## config.mk

```make
export PLATFORM = sky130hd
export DESIGN_NAME = multicycle_control
export DESIGN_NICKNAME = d
export VERILOG_FILES = /design/src/rtl/multicycle_control.sv
export SDC_FILE = /design/constraint.sdc
export NUM_CORES = 1
export LEC_CHECK = 0
export BUFFER_PORTS_ARGS = -buffer_cell sky130_fd_sc_hd__clkbuf_2
export CAP_MARGIN = 10
export CORE_UTILIZATION = 25
export DETAILED_ROUTE_END_ITERATION = 10
export GPL_ROUTABILITY_DRIVEN = 0
export PLACE_DENSITY = 0.5
export SETUP_SLACK_MARGIN = 0.5
export SLEW_MARGIN = 20
export SYNTH_ARGS = -nofsm -noshare
export SYNTH_HDL_FRONTEND = slang
export SYNTH_SLANG_ARGS = --single-unit
export TNS_END_PERCENT = 30
```

## constraint.sdc

```tcl
create_clock -name clk -period 2.1 [get_ports clk]
set_clock_uncertainty 0.05 [all_clocks]
set_input_delay 0.21 -clock clk [delete_from_list [all_inputs] [get_ports clk]]
set_output_delay 0.21 -clock clk [all_outputs]
set_load 0.01 [all_outputs]
```

## src/rtl/multicycle_control.sv

```systemverilog
// Multicycle CPU control FSM: registered Moore decode, strobes gated combinationally by mem_ready (stalls FETCH/MEMRD/MEMWR).
// Optional BNE support under `define BNE_EN; without it OP_BNE is treated as illegal.
module multicycle_control (
  input  logic       clk,
  input  logic       reset,
  input  logic [5:0] Op,
  input  logic       mem_ready,
  output logic       IorD,
  output logic       MemWrite,
  output logic       IRWrite,
  output logic       RegDst,
  output logic       MemtoReg,
  output logic       RegWrite,
  output logic       ALUSrcA,
  output logic [1:0] ALUSrcB,
  output logic [1:0] ALUOp,
  output logic [1:0] PCSrc,
  output logic       PCWrite,
  output logic       Branch,
  output logic       BranchNe,
  output logic       illegal_op,
  output logic [3:0] state_dbg
);

  localparam logic [5:0] OP_RTYPE = 6'h00;
  localparam logic [5:0] OP_LW    = 6'h23;
  localparam logic [5:0] OP_SW    = 6'h2B;
  localparam logic [5:0] OP_BEQ   = 6'h04;
  localparam logic [5:0] OP_ADDI  = 6'h08;
  localparam logic [5:0] OP_J     = 6'h02;
  localparam logic [5:0] OP_BNE   = 6'h05;

  typedef enum logic [3:0] {
    FETCH   = 4'd0,
    DECODE  = 4'd1,
    MEMADR  = 4'd2,
    MEMRD   = 4'd3,
    MEMWB   = 4'd4,
    MEMWR   = 4'd5,
    EXECUTE = 4'd6,
    ALUWB   = 4'd7,
    BRANCH  = 4'd8,
    ADDIEX  = 4'd9,
    ADDIWB  = 4'd10,
    JUMP    = 4'd11
  } state_t;

  // *_mr fields are requests that only fire in a cycle where mem_ready is high.
  typedef struct packed {
    logic       iord;
    logic       memwrite_mr;
    logic       irwrite_mr;
    logic       pcwrite_mr;
    logic       regdst;
    logic       memtoreg;
    logic       regwrite;
    logic       alusrca;
    logic [1:0] alusrcb;
    logic [1:0] aluop;
    logic [1:0] pcsrc;
    logic       pcwrite;
    logic       branch;
  } ctrl_t;

  function automatic ctrl_t decode(input state_t s);
    ctrl_t c;
    c = '0;
    case (s)
      FETCH: begin
        c.irwrite_mr = 1'b1;
        c.pcwrite_mr = 1'b1;
        c.alusrcb    = 2'b01;
      end
      DECODE:  c.alusrcb = 2'b11;
      MEMADR: begin
        c.alusrca = 1'b1;
        c.alusrcb = 2'b10;
      end
      MEMRD:   c.iord = 1'b1;
      MEMWB: begin
        c.memtoreg = 1'b1;
        c.regwrite = 1'b1;
      end
      MEMWR: begin
        c.iord        = 1'b1;
        c.memwrite_mr = 1'b1;
      end
      EXECUTE: begin
        c.alusrca = 1'b1;
        c.aluop   = 2'b10;
      end
      ALUWB: begin
        c.regdst   = 1'b1;
        c.regwrite = 1'b1;
      end
      BRANCH: begin
        c.alusrca = 1'b1;
        c.aluop   = 2'b01;
        c.pcsrc   = 2'b01;
        c.branch  = 1'b1;
      end
      ADDIEX: begin
        c.alusrca = 1'b1;
        c.alusrcb = 2'b10;
      end
      ADDIWB:  c.regwrite = 1'b1;
      JUMP: begin
        c.pcsrc   = 2'b10;
        c.pcwrite = 1'b1;
      end
      default: ;
    endcase
    return c;
  endfunction

  state_t state;
  state_t nxt;
  ctrl_t  ctl;
  logic   live;

  always_comb begin
    nxt = FETCH;
    case (state)
      FETCH:   nxt = mem_ready ? DECODE : FETCH;
      DECODE: begin
        case (Op)
          OP_LW, OP_SW: nxt = MEMADR;
          OP_RTYPE:     nxt = EXECUTE;
          OP_BEQ:       nxt = BRANCH;
`ifdef BNE_EN
          OP_BNE:       nxt = BRANCH;
`endif
          OP_ADDI:      nxt = ADDIEX;
          OP_J:         nxt = JUMP;
          default:      nxt = FETCH;
        endcase
      end
      MEMADR: begin
        if (Op == OP_LW)      nxt = MEMRD;
        else if (Op == OP_SW) nxt = MEMWR;
        else                  nxt = FETCH;
      end
      MEMRD:   nxt = mem_ready ? MEMWB : MEMRD;
      MEMWB:   nxt = FETCH;
      MEMWR:   nxt = mem_ready ? FETCH : MEMWR;
      EXECUTE: nxt = ALUWB;
      ALUWB:   nxt = FETCH;
      BRANCH:  nxt = FETCH;
      ADDIEX:  nxt = ADDIWB;
      ADDIWB:  nxt = FETCH;
      JUMP:    nxt = FETCH;
      default: nxt = FETCH;
    endcase
  end

  // Decode of the next state is registered alongside it so outputs come straight from flops.
  always_ff @(posedge clk or posedge reset) begin
    if (reset) begin
      state <= FETCH;
      ctl   <= decode(FETCH);
    end else begin
      state <= nxt;
      ctl   <= decode(nxt);
    end
  end

  assign live = ~reset;

  assign IorD       = live & ctl.iord;
  assign MemWrite   = live & ctl.memwrite_mr & mem_ready;
  assign IRWrite    = live & ctl.irwrite_mr & mem_ready;
  assign RegDst     = live & ctl.regdst;
  assign MemtoReg   = live & ctl.memtoreg;
  assign RegWrite   = live & ctl.regwrite;
  assign ALUSrcA    = live & ctl.alusrca;
  assign ALUSrcB    = {2{live}} & ctl.alusrcb;
  assign ALUOp      = {2{live}} & ctl.aluop;
  assign PCSrc      = {2{live}} & ctl.pcsrc;
  assign PCWrite    = live & (ctl.pcwrite | (ctl.pcwrite_mr & mem_ready));
  assign Branch     = live & ctl.branch;
  assign illegal_op = live & (state == DECODE) & (nxt == FETCH);
  assign state_dbg  = {4{live}} & state;

`ifdef BNE_EN
  assign BranchNe = live & (state == BRANCH) & (Op == OP_BNE);
`else
  assign BranchNe = 1'b0;
`endif

endmodule

```

==> flow_summary.ini, run 1 <==
[finish]
design_area_sq_um = 1520
layout_commonest_cell = clkbuf_2
drive_gt1_share_pct = 53.3
final_cell_mix = 27 x clkbuf_2, 14 x nor2b_1, 12 x buf_4, 11 x dfrtp_1, 7 x nor2_1
nets = 162
fillers = 404
diodes = 0
multi_input_area_sq_um = 644
synthToLayoutAreaGrowth_pct = 43.3
seqCellArea_sq_um = 433

[synthesis]
netlist_top_cells_area = dfrtp_1 36%, nor2b_1 9.5%, dfstp_2 5.0%
seq_area_frac_synth_pct = 40.5
netlist.area_leader.share_pct = 35.5
synth_edf_count = 0
synth_ff_type = dfrtp_1
netlist_area_sq_um = 1060
synth_top_area_cell = dfrtp_1
syn_avg_cell_area_sq_um = 9.52
synth_cell_type_count = 45
netlist_instances = 111
ys_warn_count = 0
synth-seq-cells = 17
async_reset_ff_share_pct = 100
syn-num-nets = 120

[clock_tree]
cts_buffers = 3
insertion_delay_ns = 0.26
cts_root_buf = clkbuf_8
cts_max_level = 1
cts_tree = yes
numClockSinks = 17
clockBufferDepth = 2
clk_pin_slew_ns = 0.07

[detailed_routing]
dr.first_iter.drc_count = 21
vias_per_cell = 4.74
antenna_left = 0
num_vias = 957
firstDrtPassIters = 4
drt-total-wl_microns = 2790
wl_per_cell_microns = 13.8
drc = 0

[placement]
place_ws_ns = 0.0870
port_buffers = 28
dp_hpwl_microns = 1990
detailed_place.area_sq_um = 1270

[pwr]
p_int_uw = 844
p_sw_share_pct = 35.0
p_comb_share_pct = 47.4
p_sw_uw = 453
seqPwrFrac_pct = 33.4
vdd_drop_max_mv = 0.254
p_leak_uw = 0.000754
power.density_nw_per_um2 = 856
clkPwrFrac_pct = 19.1

[die]
rows = 23
initial_core_util_pct = 26.2
die-height_microns = 67.0
fp.coreArea_sq_um = 4030
die_area_sq_um = 4490
io-pin-count = 30
die_w_microns = 67.0

[worst_setup_path]
cp_data_arrival_time_ns = 2.01
path_class = register to output port
cp.required_ns = 1.84
cp-start-kind = register
worstPathMaxFanout = 5
end_kind = output port

[grt]
grt_pass1_wl_microns = 4500
grt_pass1_vias = 916
grt_antenna_before_repair = 0
grt_usage_pct = 13.8
grt_max_degree = 17
grt_overflow_total = 0

[sta]
period_share_pct = 108
fin_ws_ns = -0.172
max_freq_mhz = 440
fin_crit_ns = 2.27
rsz0062_at_grt = true
drv_slew = 0
setup_tns_ns = -0.172
setup_viol = 1
finalHoldViolations = 0

[run_status]
run_status = finished with violations
violations = negative setup slack

[worst_hold_path]
hold_class = input port to asynchronous set/reset pin

[flow_run]
drv_cap = 0
## critical path, cell delays in order, from the launching register on
cell and delay (ns):
dfrtp_2 0.44, or4b_4 0.60, nor3_4 0.25, a311oi_2 0.07
nand4_1 0.18, nor3_2 0.06, buf_2 0.15
## metal layers
layer	track usage [%]	vias up	share of wire, %
met3	2.40	6	5.0
met4	8.78	0	2.6
li1	-	465	-
met5	0	-	0
met2	22.8	26	49
met1	16.3	460	43
## synth_stat cells, types with 3 or more instances
cell	n
inv_1	7
nor2b_1	16
a21oi_1	3
nor2_1	7
and3_1	3
nand2_1	5
buf_4	6
dfrtp_1	15
## through the flow
stage	utilization [%]	power, uW	hold WS, ns	std cells
floorplan	-	729	0.104	111
CTS	35.6	1190	0.0867	198
finish	37.6	1300	0.0643	202
global placement	31.6	861	0.339	188
global route	37.6	1390	0.130	202
detailed placement	31.6	861	0.356	188
## power by group through the flow
stage	clock network (uW)	logic [uW]	registers, uW
after floorplan	0	323	406
after global placement	0	428	433
after detailed placement	0	427	435
after CTS	251	511	432
after global routing	270	674	442
final	248	615	434
## cells by family (layout without fill, tap and decap cells)
family	count (synthesis)	count (layout)	synth area share, %
compound gates	18	18	13.7
other cells	1	1	0.355
xor+xnor	2	2	1.66
simple gates	54	54	33.6
flops	17	17	40.5
mux	2	2	1.89
buf+inv	17	58	8.28
## final timing paths
kind | startpoint | end | slack [ns] | cells past startpoint
setup / recovery | state[3] | illegal_op | -0.17 | 6
hold / removal | reset | state[1] | 0.06 | 2
setup reg to reg | state[3] | ctl[8] | 0.07 | 6
hold reg to reg | state[1] | ctl[6] | 0.59 | 2
max in group asynchronous | reset | ctl[6] | 1.40 | 3
min in group clk | Op[2] | ctl[0] | 0.20 | 3
## flip-flops by register name, indices dropped and copies added (netlist names)
register and flops:
state 4, ctl 13
## area by class of cell
| class | count | share of cell area (%) |
|---|---|---|
| Clock buffer | 4 | 2.97 |
| Inverter | 8 | 2.15 |
| Multi-Input combinational cell | 77 | 42.5 |
| Sequential cell | 17 | 28.6 |
| Tap cell | 50 | 4.13 |
| Timing Repair Buffer | 46 | 19.7 |
## repair_timing
item | 4_1_cts | 5_1_grt
resized for setup | 17 | 12
buffers inserted | 6 | 4
endpoints found under the setup margin | 14 | 16
hold buffers | 0 | 0
pin swaps | 5 | 7
Power figures use the tool's default switching activity.
==> inputs of run 2 (changes only) <==
Settings changed: CAP_MARGIN 10 to 20, CORE_MARGIN from default to 2.
==> run 2 against run 1 <==
Effect of this change:
- the run ends with negative hold slack, negative setup slack left
- non-clock buffer count grew 2
- design area shrank 1.5%
- die area grew 6.1%
- critical path depth is the same
- first-iteration DRC count grew to 3.4 times the previous value
- hold slack lost 0.079 ns
- final cell count grew 0.99%
- sequential power shrank 0.9%
- setup slack gained 0.082 ns
- global-route usage shrank 1.4 points
- critical endpoint unchanged
- highest routed layer unchanged
==> flow_summary.ini, run 2 (synthesis results as in run 1) <==
[detailed_routing]
vias_per_cell = 4.71
antenna_left = 0
num_vias = 961
drt-total-wl_microns = 2770
dr.first_iter.drc_count = 71
drc = 0
wl_per_cell_microns = 13.6
firstDrtPassIters = 4

[worst_setup_path]
cp-start-kind = register
end_kind = output port
worstPathMaxFanout = 5
path_class = register to output port
cp_data_arrival_time_ns = 1.93
cp.required_ns = 1.84

[worst_hold_path]
hold_class = input port to asynchronous set/reset pin

[flow_run]
drv_cap = 0

[die]
fp.coreArea_sq_um = 4030
initial_core_util_pct = 26.2
io-pin-count = 30
die_w_microns = 69.0
die-height_microns = 69.0
rows = 23
die_area_sq_um = 4770

[clock_tree]
clockBufferDepth = 2
numClockSinks = 17
clk_pin_slew_ns = 0.07
cts_max_level = 1
hold_buffers = 0
cts_buffers = 3
insertion_delay_ns = 0.26
cts_root_buf = clkbuf_8
cts_tree = yes

[placement]
place_ws_ns = 0.0754
dp_hpwl_microns = 2050
port_buffers = 28
detailed_place.area_sq_um = 1280

[finish]
synthToLayoutAreaGrowth_pct = 41.2
finalCoreUtilization_pct = 37.0
final_cell_mix = 27 x clkbuf_2, 15 x nor2b_1, 14 x buf_4, 11 x dfrtp_1, 7 x nor2_1
fillers = 420
layout_commonest_cell = clkbuf_2
diodes = 0
drive_gt1_share_pct = 51.9
largest_register = ctl
largest_reg_flops = 13
top_regs = ctl: 13 flops, state: 4 flops
nets = 164
design_area_sq_um = 1490

[grt]
grt_pass1_vias = 978
grt_overflow_total = 0
grt_max_degree = 17
grt_usage_pct = 12.4
grt_pass1_wl_microns = 4760
grt_antenna_before_repair = 0

[pwr]
p_int_uw = 867
clkPwrFrac_pct = 19.1
p_comb_share_pct = 48.3
p_sw_uw = 455
power.density_nw_per_um2 = 886
vdd_drop_max_mv = 0.208
p_sw_share_pct = 34.4
total_power_uw = 1320
seqPwrFrac_pct = 32.5
p_leak_uw = 0.000740

[sta]
finalHoldViolations = 1
period_share_pct = 104
setup_viol = 1
rsz0062_at_grt = true
fin_ws_ns = -0.0905
max_freq_mhz = 457
drv_slew = 0
whs_ns = -0.0152
fin_crit_ns = 2.19

[run_status]
violations = negative hold slack, negative setup slack
run_status = finished with violations
==> run 2: critical path: stages, from the launching register on <==
cell	delay [ns]
dfrtp_2	0.44
or4b_4	0.59
nor3_4	0.22
a311oi_2	0.07
nand4_1	0.16
nor3_2	0.05
buf_2	0.15
==> run 2: final cells by class <==
cell class / instances / area (sq um) / share of cell area, %
Sequential cell: 17 / 433 / 29.0
Timing Repair Buffer: 48 / 307 / 20.5
Multi-Input combinational cell: 77 / 613 / 41.1
Clock buffer: 4 / 45.0 / 3.02
Tap cell: 50 / 62.6 / 4.19
Inverter: 8 / 32.5 / 2.18
==> run 2: routing by layer <==
metal  global-route usage (%)  wire length (microns)
met1                     14.6                   1180
met2                     20.9                   1440
met5                        0                      0
met3                     1.75                     75
met4                     7.84                     85
==> run 2: path summary, 6_finish.rpt <==
| path | start | end | slack [ns] | depth (start not counted) |
|---|---|---|---|---|
| setup / recovery | state[1] | illegal_op | -0.09 | 6 |
| hold / removal | reset | ctl[14] | -0.02 | 2 |
| setup reg to reg | state[1] | ctl[8] | 0.05 | 6 |
| hold reg to reg | state[3] | ctl[7] | 0.60 | 2 |
| max in group asynchronous | reset | ctl[6] | 1.50 | 3 |
| min in group clk | Op[2] | ctl[5] | 0.15 | 2 |
==> run 2: timing repair <==
item	4_1_cts	5_1_grt
endpoints found under the setup margin	14	16
buffers inserted	8	3
cloned	0	0
gates resized for setup	14	9
pin swaps	9	7
endpoints found under the hold margin	0	0
==> run 2: power groups by stage <==
stage | Combinational [uW] | Clock, uW | Sequential (uW)
after floorplan | 323 | 0 | 406
after global routing | 690 | 271 | 440
after CTS | 583 | 255 | 428
after global placement | 432 | 0 | 431
final | 639 | 253 | 430
after detailed placement | 433 | 0 | 436
==> run 2: metrics by stage <==
step / std cells / hold slack, ns / setup TNS [ns]
floorplan: 111 / 0.104 / 0
global route: 204 / 0.0369 / -0.159
finish: 204 / -0.0152 / -0.0905
CTS: 201 / 0.00495 / -0.0915
detailed placement: 189 / 0.273 / 0
global placement: 189 / 0.251 / 0
==> inputs of run 3 (changes only) <==
Settings changed: CORE_MARGIN 2 to 5, SKIP_CTS_REPAIR_TIMING from default to 1.
==> run 3 against run 2 <==
Effect of this change:
- first-iteration DRC count decreased by 21%
- critical endpoint unchanged
- the run ends with negative setup slack left
- register-to-register slack better by 0.09 ns
- clock power is 5% lower
- total power is 3.9% lower
- critical path type unchanged
- design area decreased by 1.2%
- critical path depth unchanged
- maximum frequency fell by 3.2%
- non-clock buffer count decreased by 3
- highest routed layer unchanged
==> flow_summary.ini, run 3 (synthesis results as in run 1) <==
[finish]
diodes = 0
largest_register = ctl
drive_gt1_share_pct = 51.7
top_regs = ctl: 13 flops, state: 4 flops
finalNonFillerCells = 201
final_cell_mix = 28 x clkbuf_2, 15 x nor2b_1, 15 x buf_4, 12 x dfrtp_1, 7 x nor2_1
multi_input_area_sq_um = 627
layout_commonest_cell = clkbuf_2
fillers = 432
seqCellArea_sq_um = 432
largest_reg_flops = 13
nets = 161
synthToLayoutAreaGrowth_pct = 39.5

[placement]
dp_hpwl_microns = 2060
placed_cells_incl_taps = 189
port_buffers = 28

[grt]
grt_overflow_total = 0
grt_pass1_wl_microns = 4070
grt_max_degree = 17
grt_usage_pct = 9.80
grt_pass1_vias = 883
grt_antenna_before_repair = 0

[detailed_routing]
firstDrtPassIters = 4
drc = 0
wl_per_cell_microns = 14.0
num_vias = 964
dr.first_iter.drc_count = 56
antenna_left = 0
drt-total-wl_microns = 2820
vias_per_cell = 4.80

[clock_tree]
cts_buffers = 3
cts_max_level = 1
numClockSinks = 17
clk_pin_slew_ns = 0.07
cts_tree = yes
insertion_delay_ns = 0.25
clockBufferDepth = 2
cts_root_buf = clkbuf_8

[die]
fp.coreArea_sq_um = 4060
initial_core_util_pct = 26.1
die_w_microns = 75.0
die_area_sq_um = 5630
die-height_microns = 75.0
rows = 23
io-pin-count = 30

[sta]
fin_ws_ns = -0.162
finalHoldViolations = 0
drv_slew = 0
period_share_pct = 108
max_freq_mhz = 442
whs_ns = 0.0288
setup_viol = 1
rsz0062_at_grt = true
fin_crit_ns = 2.26

[pwr]
power.density_nw_per_um2 = 862
vdd_drop_max_mv = 0.256
p_leak_uw = 0.000737

[flow_run]
drv_cap = 0

[worst_setup_path]
slowest_delay_ns = 0.60
path_cells = or4b_4 > nor3_4 > a311oi_2 > nand4_1 > nor3_2 > clkbuf_2
cp-startpoint = state[3]
rr_startpoint = state[3]
cpMaxStageDelayCell = or4b_4
cp_data_arrival_time_ns = 2.00
worstPathMaxFanout = 5
crit_buf_inv = 1
cp-start-kind = register
end_kind = output port
path_class = register to output port
critical_path.top_delay_family = simple AND/OR/NAND/NOR gates
cp.required_ns = 1.84

[run_status]
violations = negative setup slack
run_status = finished with violations

[worst_hold_path]
hold_class = input port to asynchronous set/reset pin
==> run 3: cell count changes in the layout (fill, tap and decap cells not counted), sizes merged <==
cell    before  now
buf         21   17
clkinv       0    1
==> run 3: power breakdown <==
group          internal (uW)  switching (uW)  total [uW]
combinational            312             285         597
sequential               391            41.6         433
clock                    132             110         241
total                    835             436        1270
==> run 3: final cells by class <==
cell class,count,area share [%]
inverter,8,2.21
timing repair buffer,45,18.7
clock inverter,1,0.339
tap,50,4.24
clock buffer,3,2.80
multi-input combinational,77,42.5
sequential,17,29.3
==> run 3: path summary, 6_finish.rpt <==
kind                         endpoint  slack, ns  cells after the start
setup / recovery           illegal_op      -0.16                      6
hold reg to reg                ctl[6]       0.65                      2
hold / removal                ctl[14]       0.03                      2
min in group clk               ctl[5]       0.17                      2
setup reg to reg               ctl[6]       0.14                      7
max in group asynchronous      ctl[6]       1.43                      3
==> run 3: per-stage QoR <==
stage | cell area (sq um) | total power, uW | util, % | TNS, ns | worst slack, ns
6_report | 1480 | 1270 | 36.4 | -0.162 | -0.162
5_1_grt | 1480 | 1350 | 36.4 | -0.222 | -0.222
4_1_cts | 1330 | 1110 | 32.7 | -0.266 | -0.266
3_5_place_dp | 1280 | 866 | 31.5 | 0 | 0.00973
3_3_place_gp | 1280 | 868 | 31.5 | 0 | 0.0299
2_1_floorplan | 1070 | 729 | - | 0 | 0.290
==> run 3: worst register-to-register path, stage by stage (launching register included) <==
cell      delay (ns)
dfrtp_2         0.44
or4b_4          0.60
nor3_4          0.26
a311oi_2        0.08
nand4_1         0.17
buf_4           0.13
buf_6           0.10
o41ai_4         0.06
==> run 3: metal layers <==
layer / up-vias / global-route usage [%] / share of wire [%]
li1: 466 / - / -
met3: 6 / 1.87 / 6.5
met4: 0 / 5.53 / 2.5
met5: - / 0 / 0
met1: 459 / 11.8 / 40
met2: 33 / 16.2 / 51
